File: src/rtl/wave_meter.sv
// wave_meter: per-channel period/high-time meter for two synchronous waveforms,
// plus F/G overlap measured over each F period.
module wave_meter #(
    parameter int CW  = 12,
    parameter int FCW = 8
) (
    input  logic           clock,
    input  logic           resetn,
    input  logic           enable,
    input  logic           f_in,
    input  logic           g_in,
    output logic [CW-1:0]  f_period,
    output logic [CW-1:0]  f_high,
    output logic [CW-1:0]  g_period,
    output logic [CW-1:0]  g_high,
    output logic [CW-1:0]  fg_overlap,
    output logic           f_valid,
    output logic           g_valid,
    output logic [FCW-1:0] f_frames,
    output logic [FCW-1:0] g_frames,
    output logic           ovf
);
    localparam logic [1:0] IDLE = 2'd0;
    localparam logic [1:0] SYNC = 2'd1;
    localparam logic [1:0] RUN  = 2'd2;
    localparam logic [CW-1:0]  CMAX = '1;
    localparam logic [FCW-1:0] FMAX = '1;

    logic [1:0]     x, x_q, rise, vld;
    logic [1:0]     st  [2];
    logic [CW-1:0]  p   [2];
    logic [CW-1:0]  h   [2];
    logic [CW-1:0]  per [2];
    logic [CW-1:0]  hi  [2];
    logic [FCW-1:0] fr  [2];
    logic [CW-1:0]  o;
    logic           both, ovf_set;

    function automatic logic [CW-1:0] inc(input logic [CW-1:0] v, input logic a);
        return v + CW'(a && v != CMAX);
    endfunction

    assign x    = {g_in, f_in};
    assign rise = x & ~x_q;
    assign both = f_in & g_in;

    // Any increment attempted on a counter already at all-ones marks overflow.
    always_comb begin
        ovf_set = st[0] == RUN && !rise[0] && both && o == CMAX;
        for (int i = 0; i < 2; i++)
            ovf_set = ovf_set | (st[i] == RUN && (rise[i] ? fr[i] == FMAX
                                 : (p[i] == CMAX || (x[i] && h[i] == CMAX))));
    end

    always_ff @(posedge clock) begin
        if (!resetn) begin
            x_q        <= '0;
            vld        <= '0;
            ovf        <= 1'b0;
            o          <= '0;
            fg_overlap <= '0;
            for (int i = 0; i < 2; i++) begin
                st[i]  <= IDLE;
                p[i]   <= '0;
                h[i]   <= '0;
                per[i] <= '0;
                hi[i]  <= '0;
                fr[i]  <= '0;
            end
        end else begin
            x_q <= x;
            vld <= '0;
            ovf <= ovf | (enable & ovf_set);
            for (int i = 0; i < 2; i++) begin
                if (!enable) begin
                    st[i] <= IDLE;
                    p[i]  <= '0;
                    h[i]  <= '0;
                end else if (st[i] == IDLE) begin
                    st[i] <= SYNC;
                end else if (rise[i]) begin
                    st[i] <= RUN;
                    p[i]  <= CW'(1);
                    h[i]  <= CW'(1);
                    if (st[i] == RUN) begin
                        per[i] <= p[i];
                        hi[i]  <= h[i];
                        vld[i] <= 1'b1;
                        fr[i]  <= fr[i] + FCW'(fr[i] != FMAX);
                    end
                end else if (st[i] == RUN) begin
                    p[i] <= inc(p[i], 1'b1);
                    h[i] <= inc(h[i], x[i]);
                end
            end
            if (!enable) begin
                o <= '0;
            end else if (st[0] != IDLE && rise[0]) begin
                o <= CW'(g_in);
                if (st[0] == RUN) fg_overlap <= o;
            end else if (st[0] == RUN) begin
                o <= inc(o, both);
            end
        end
    end

    assign f_period = per[0];
    assign f_high   = hi[0];
    assign g_period = per[1];
    assign g_high   = hi[1];
    assign f_valid  = vld[0];
    assign g_valid  = vld[1];
    assign f_frames = fr[0];
    assign g_frames = fr[1];
endmodule

File: config.mk
export PLATFORM = sky130hd
export DESIGN_NAME = wave_meter
export DESIGN_NICKNAME = d
export VERILOG_FILES = /design/src/rtl/wave_meter.sv
export SDC_FILE = /design/constraint.sdc
export NUM_CORES = 1
export LEC_CHECK = 0
export BUFFER_PORTS_ARGS = -buffer_cell sky130_fd_sc_hd__buf_4
export CORE_ASPECT_RATIO = 1.75
export CORE_MARGIN = 2
export CORE_UTILIZATION = 50
export DETAILED_ROUTE_END_ITERATION = 12
export PLACE_DENSITY = 0.69
export SLEW_MARGIN = 20
export SYNTH_ARGS = -nofsm -noshare
export SYNTH_HDL_FRONTEND = slang
export SYNTH_SLANG_ARGS = --single-unit
File: constraint.sdc
create_clock -name clock -period 3.3 [get_ports clock]
set_clock_uncertainty 0.05 [all_clocks]
set_input_delay 0.165 -clock clock [delete_from_list [all_inputs] [get_ports clock]]
set_output_delay 0.165 -clock clock [all_outputs]
set_load 0.01 [all_outputs]
==> metrics.md, run 1 <==
| Metric | Value |
|---|---|
| CTS buffer count | `17` |
| Switching Share | `0.212` |
| Seq/Total Area, Yosys | `0.619` |
| DRT iter0 DRCs | `220` |
| CTS max path bufs | `2` |
| Most area-consuming cells after synthesis | `edfxtp_1, dfxtp_1, nor2b_1` |
| CP max-delay cell | `nor4_1` |
| Multi-input gate area | `between 2000 and 2500 um2` |
| Switching power | `about 870 uW` |
| Routed Antenna Nets | `0` |
| Reg2reg end | `o[8]` |
| H-Tree Depth | `4` |
| Worst skew pair latency | `~400 ps` |
| Die Ht | `156 um` |
| Vias/cell | `approximately 5.2` |
| Reg power frac | `0.515` |
| Worst path required time | `approximately 3500 ps` |
| Peak VDD IR | `between 0.3 and 0.4 mV` |
| # diodes | `0` |
| Final std cells w/o fill | `~840` |
| Final period util | `0.813` |
| R2R Setup Slk | `a little over 600 ps` |
| Post-Syn Area | `6570 um2` |
| CP max stage delay | `530 ps` |
| FP Rows | `55` |
| Worst EP arrival | `~2900 ps` |
| Inst Count DP | `812` |
| Clk pin slew, worst setup/hold paths | `around 60 ps` |
| Antenna violations before repair | `0` |
| Commonest cells after routing, fill and taps aside | `edfxtp_1, buf_4, nor2_1` |
| Worst slack, placed | `between 600 and 700 ps` |
| Commonest non-fill, non-tap cell in the layout | `edfxtp_1` |
| Minimum clock period | `2680 ps` |
| Largest net degree at the start of global routing | `41` |
| RSZ-0062 raised after global routing | `no` |
| # clock sinks | `between 100 and 150` |
| Lkg Pwr | `2.85 nW` |
| Cell Chain, Critical Path | `nand3_1, or3_1, nor4_1, nor2_1, ha_1, ha_1, nand4_1, nor3_1, xnor2_1, nor2_1` |
| Synthesis-stage register bit count | `roughly 150` |
| Endpoints failing hold | `0` |
| Die ar. | `approximately 14,000 um2` |
| Worst Slack Setup Final | `a little over 600 ps` |
| PortBufs | `83` |
| Estimated wirelength of the detail-placed design | `about 8800 um` |
| Routed WL | `between 10,000 and 15,000 um` |
| Max_cap viols | `0` |
| Nets@finish | `a little under 700` |
| Per-cell routed wire length | `about 15 um` |
| Dominant cell type by area after synthesis | `edfxtp_1` |
| FF/Latch Area | `between 4000 and 5000 um2` |
| Post-synth cell types | `41` |
| HP Class | `input pin to flip-flop` |
| Clk root buf | `clkbuf_16` |
| Worst Path Max Fanout | `5` |
| Post-Syn Instances | `about 570` |
| Post-Syn Nets | `slightly below 600` |
| Fin area | `between 7000 and 8000 um2` |
| Via Count | `between 4k and 5k` |
| Critical path endpoint | `o[8]` |
| First-pass iteration count of the detailed router | `4` |
| FILL cells | `1,063` |
| Status | `completed` |
| Worst slew pin tran | `870 ps` |
| Power Density | `between 500 and 600 nW/um2` |
| Rel. slew slack | `0.418` |
| Crit start category | `flip-flop` |
| Die X | `90.6 um` |
| Worst R2R Path Depth | `10` |
| Buf/Inv on CP | `0` |
| Final-report setup violation count | `0` |
| Dpl cell area | `7360 um2` |
| Starting Density | `0.510` |
| TNS Setup | `0 ps` |
| TritonCTS clock tree | `done` |
| Share of cells above drive strength 1 | `0.190` |
| DRC Markers | `0` |
| Max Fclk | `about 370 MHz` |
| First-pass GRT wire length | `a little over 20,000 um` |
| # IOs | `84` |
| Vias in the first global route | `roughly 4.5k` |
| Worst path top cell family by delay | `simple AND/OR/NAND/NOR gates` |
| Internal power | `3.23 mW` |
| Share of the synthesized area in the top cell type | `0.530` |
| Clock Power Share | `0.434` |
| Yosys warnings | `0` |
| Avg Inst Size Synth | `roughly 12 um2` |
| RD Place Congestion | `0.786` |
| GR Overflow Total | `0` |
| Post-layout util | `0.616` |
| Area grow syn2layout | `20.7%` |
| Setup CP Type | `flip-flop to flip-flop` |
| Final Max Tran Viols | `0` |
| Core area | `~13,000 um2` |
| Combinational fraction of design power | `0.051` |
| R2r startpoint | `o[5]` |
| GRT Util Overall | `0.184` |
| Critical path launch point | `o[5]` |
| Crit path depth | `10` |
| Critical path endpoint category | `flip-flop` |
## power groups by stage
stage / Clock (mW) / Combinational [mW] / Sequential, mW
detailed placement: 0 / 0.208 / 2.15
finish: 1.78 / 0.208 / 2.11
CTS: 1.82 / 0.211 / 2.11
global route: 1.89 / 0.231 / 2.12
floorplan: 0 / 0.112 / 2.15
global placement: 0 / 0.203 / 2.15
## through the flow
step | hold slack, ps | power [mW]
6_report | 83.8 | 4.10
5_1_grt | 78.0 | 4.25
4_1_cts | 71.8 | 4.14
3_5_place_dp | 362 | 2.36
3_3_place_gp | 355 | 2.35
2_1_floorplan | 237 | 2.26
## logic make-up (layout without fill, tap and decap cells)
family,count (synthesis),after routing,synth area share
buf+inv,26,131,0.0219
xor+xnor,58,58,0.0773
compound gates,34,34,0.0347
flops,145,145,0.619
simple gates,291,291,0.221
fa+ha+maj,14,14,0.0267
## worst register-to-register path, delay by kind of cell, from the launching register on
family                     cells  cell delay, ps
adders and majority gates      2             460
DFF                            1             390
and+or+nand+nor                7            1530
xor gates and xnor gates       1             140
## registers in the layout, indices dropped and copies added (netlist names)
register,flops
hi,24
o,12
st,4
fg_overlap,12
ovf,1
vld,2
p,24
per,24
h,24
fr,16
x_q,2
## Yosys cell counts, drive strengths merged
cell / n
xnor2: 27
a21boi: 12
or3: 9
and2: 10
a21oi: 5
ha: 14
a311oi: 1
nand4: 18
a31o: 1
and4: 2
nor2b: 55
a221o: 1
nor3: 10
a21o: 4
o21ai: 8
nor2: 84
and3: 8
nor4: 3
nor3b: 1
edfxtp: 116
nand3: 29
dfxtp: 29
clkbuf: 4
nand2: 59
o21bai: 2
nand2b: 2
buf: 11
clkdlybuf4s50: 1
inv: 10
nand4b: 1
xor2: 31
## metal layers
layer	global-route usage	share of wire	routed length [um]
met5	0	0	0
met4	0.0740	0.014	179
met3	0.0386	0.029	370
met2	0.340	0.55	6910
met1	0.203	0.41	5110
## worst min path at each step
| stage | depth (start not counted) | startpoint | endpoint |
|---|---|---|---|
| after floorplan | 1 | f_in | x_q[0] |
| after global placement | 2 | f_in | x_q[0] |
| after detailed placement | 2 | f_in | x_q[0] |
| after CTS | 2 | resetn | fg_overlap[11] |
| after global routing | 2 | resetn | fg_overlap[5] |
| final | 2 | resetn | fg_overlap[5] |
## repair_timing
action	CTS	global route
setup buffers	0	0
endpoints found under the hold margin	2	0
hold buffers	2	0
resized for setup	0	0
## cell type report
class | count | share of cell area
multi-input cells | 397 | 0.300
clock inverters | 12 | 0.0151
clock buffers | 18 | 0.0541
inverters | 10 | 0.00473
flip-flops and latches | 145 | 0.513
well taps | 171 | 0.0270
repair buffers | 91 | 0.0868
(Power assumes the default switching activity.)
==> run 2: changes to the inputs <==
clock period = 2.2 ns   (was 3.3 ns; I/O delays follow)
==> metrics.md, run 2 (synthesis gave the netlist of run 1 again) <==
| Metric | Value |
|---|---|
| Grt met3 use | `0.0478 (was 0.0386)` |
| Critical path endpoint category | `flip-flop (unchanged)` |
| # IOs | `84 (unchanged)` |
| Worst EP arrival | `2460 ps (was 2910 ps)` |
| Reg2reg end | `o[8] (unchanged)` |
| PortBufs | `83 (unchanged)` |
| Endpoints failing hold | `0 (unchanged)` |
| Busiest layer in global routing | `met2 (unchanged)` |
| CTS buffer count | `17 (unchanged)` |
| Antenna violations before repair | `0 (unchanged)` |
| Internal power | `5.05 mW (was 3.23 mW)` |
| Worst skew pair latency | `420 ps (was 400 ps)` |
| # clock sinks | `145 (unchanged)` |
| R2R Setup Slk | `2 ps (was 620 ps)` |
| Final Max Tran Viols | `0 (unchanged)` |
| Worst Path Max Fanout | `3 (was 5)` |
| Clk root buf | `clkbuf_16 (unchanged)` |
| R2r startpoint | `o[6] (was o[5])` |
| Clock Power Share | `0.448 (was 0.434)` |
| GR Overflow Total | `0 (unchanged)` |
| Vias in the first global route | `4,679 (was 4,475)` |
| Met2 Use GR | `0.356 (was 0.340)` |
| Nets@finish | `748 (was 681)` |
| Max_cap viols | `0 (unchanged)` |
| GRT Util Overall | `0.192 (was 0.184)` |
| First-pass iteration count of the detailed router | `4 (unchanged)` |
| DRC Markers | `0 (unchanged)` |
| Reg power frac | `0.487 (was 0.515)` |
| Max Fclk | `455 MHz (was 373 MHz)` |
| RSZ-0062 raised after global routing | `yes (was no)` |
| Commonest non-fill, non-tap cell in the layout | `buf_4 (was edfxtp_1)` |
| Inst Count DP | `870 (was 812)` |
| Critical path launch point | `o[6] (was o[5])` |
| Vias/cell | `5.10 (was 5.18)` |
| Final Power | `6.45 mW (was 4.10 mW)` |
| H-Tree Depth | `4 (unchanged)` |
| Core area | `12,900 um2 (unchanged)` |
| Hold Path Depth | `2 (unchanged)` |
| Crit start category | `flip-flop (unchanged)` |
| Worst slew pin tran | `735 ps (was 870 ps)` |
| Final std cells w/o fill | `913 (was 844)` |
| Die X | `90.6 um (unchanged)` |
| Area grow syn2layout | `31.7% (was 20.7%)` |
| Combinational fraction of design power | `0.065 (was 0.051)` |
| TritonCTS clock tree | `done (unchanged)` |
| Commonest cells after routing, fill and taps aside | `buf_4, edfxtp_1, nor2_1 (was edfxtp_1, buf_4, nor2_1)` |
| HP Class | `input pin to flip-flop (unchanged)` |
| TNS Setup | `0 ps (unchanged)` |
| Final-report setup violation count | `0 (unchanged)` |
| Estimated wirelength of the detail-placed design | `9050 um (was 8820 um)` |
| Met1 usage | `0.212 (was 0.203)` |
| Power Density | `745 nW/um2 (was 518 nW/um2)` |
| FP Rows | `55 (unchanged)` |
| Final period util | `0.999 (was 0.813)` |
| Die ar. | `14,100 um2 (unchanged)` |
| Fin area | `8650 um2 (was 7930 um2)` |
| Largest net degree at the start of global routing | `65 (was 41)` |
| DRT iter0 DRCs | `221 (was 220)` |
| Lkg Pwr | `3.25 nW (was 2.85 nW)` |
| Per-cell routed wire length | `14.5 um (was 14.9 um)` |
| Dpl cell area | `7840 um2 (was 7360 um2)` |
| RD Place Congestion | `0.841 (was 0.786)` |
| Die Ht | `156 um (unchanged)` |
| # diodes | `0 (unchanged)` |
| Starting Density | `0.510 (unchanged)` |
| Setup CP Type | `flip-flop to flip-flop (unchanged)` |
| Routed WL | `13,200 um (was 12,600 um)` |
| Share of cells above drive strength 1 | `0.309 (was 0.190)` |
| Worst slack, placed | `-92.4 ps (was 656 ps)` |
| Minimum clock period | `2200 ps (was 2680 ps)` |
| Worst Hold End | `fg_overlap[7] (was fg_overlap[5])` |
| Worst path required time | `2460 ps (was 3530 ps)` |
| Worst Hold Launch | `resetn (unchanged)` |
| Switching Share | `0.216 (was 0.212)` |
| Peak VDD IR | `0.567 mV (was 0.362 mV)` |
| Switching power | `1.39 mW (was 870 uW)` |
| Via Count | `4,658 (was 4,369)` |
| First-pass GRT wire length | `21,500 um (was 20,700 um)` |
| CTS max path bufs | `2 (unchanged)` |
| Clk pin slew, worst setup/hold paths | `60 ps (about the same)` |
| Status | `completed (unchanged)` |
| Worst Slack Setup Final | `1.65 ps (was 616 ps)` |
| Rel. slew slack | `0.508 (was 0.418)` |
| Routed Antenna Nets | `0 (unchanged)` |
| Worst R2R Path Depth | `11 (was 10)` |
==> run 2: changes by cell type in the layout (fill, tap and decap cells not counted), moves of 6 or more <==
| cell | change |
|---|---|
| nand3_2 | +6 |
| ha_1 | -7 |
| buf_4 | +64 |
| nand3_1 | -6 |
| ha_2 | +6 |
==> run 2: worst max path at each step <==
| stage | endpoint |
|---|---|
| after floorplan | o[10] |
| after global placement | o[10] |
| after detailed placement | h[0][8] |
| after CTS | p[1][8] |
| after global routing | o[8] |
| final | o[8] |
==> run 2: area by class of cell <==
class,count,area [um2]
clock buffers,19,433
clock inverters,13,164
fillers,968,4220
inverters,10,37.5
multi-input cells,397,2500
flip-flops and latches,145,4070
well taps,171,214
repair buffers,158,1230
==> run 2: stage by stage <==
stage,util,hold WS [ps]
final,0.672,21.0
after floorplan,-,182
after global routing,0.672,16.7
after detailed placement,0.609,327
after global placement,0.609,321
after CTS,0.658,12.3
==> run 2: repair_timing <==
item	in CTS	in global routing
setup buffers	1	8
pin swaps	2	13
gates resized for setup	1	30
hold buffers	2	0
setup endpoints to repair	14	32
endpoints found under the hold margin	3	0
==> run 2: worst max-delay path, stage by stage (launching register included) <==
cell	delay, ps
dfxtp_2	340
nand3_2	90
or3_4	360
nor4_4	280
nor2_1	80
ha_2	200
ha_4	160
nand4_1	160
buf_4	160
nor3_2	40
xnor2_1	130
nor2_1	50
==> run 2: routing by layer <==
layer  routed length (um)  share of wire  vias up
li1                     -              -     2304
met1                 5460           0.41     2237
met2                 7090           0.54      101
met3                  439          0.033       16
met4                  219          0.017        0
met5                    0              0        -
==> run 2: power by group through the flow <==
stage	Clock, mW	Sequential, mW	Combinational (mW)
2_1_floorplan	0	3.22	0.169
3_3_place_gp	0	3.19	0.395
3_5_place_dp	0	3.20	0.401
4_1_cts	2.94	3.14	0.407
5_1_grt	3.05	3.15	0.453
6_report	2.89	3.14	0.417
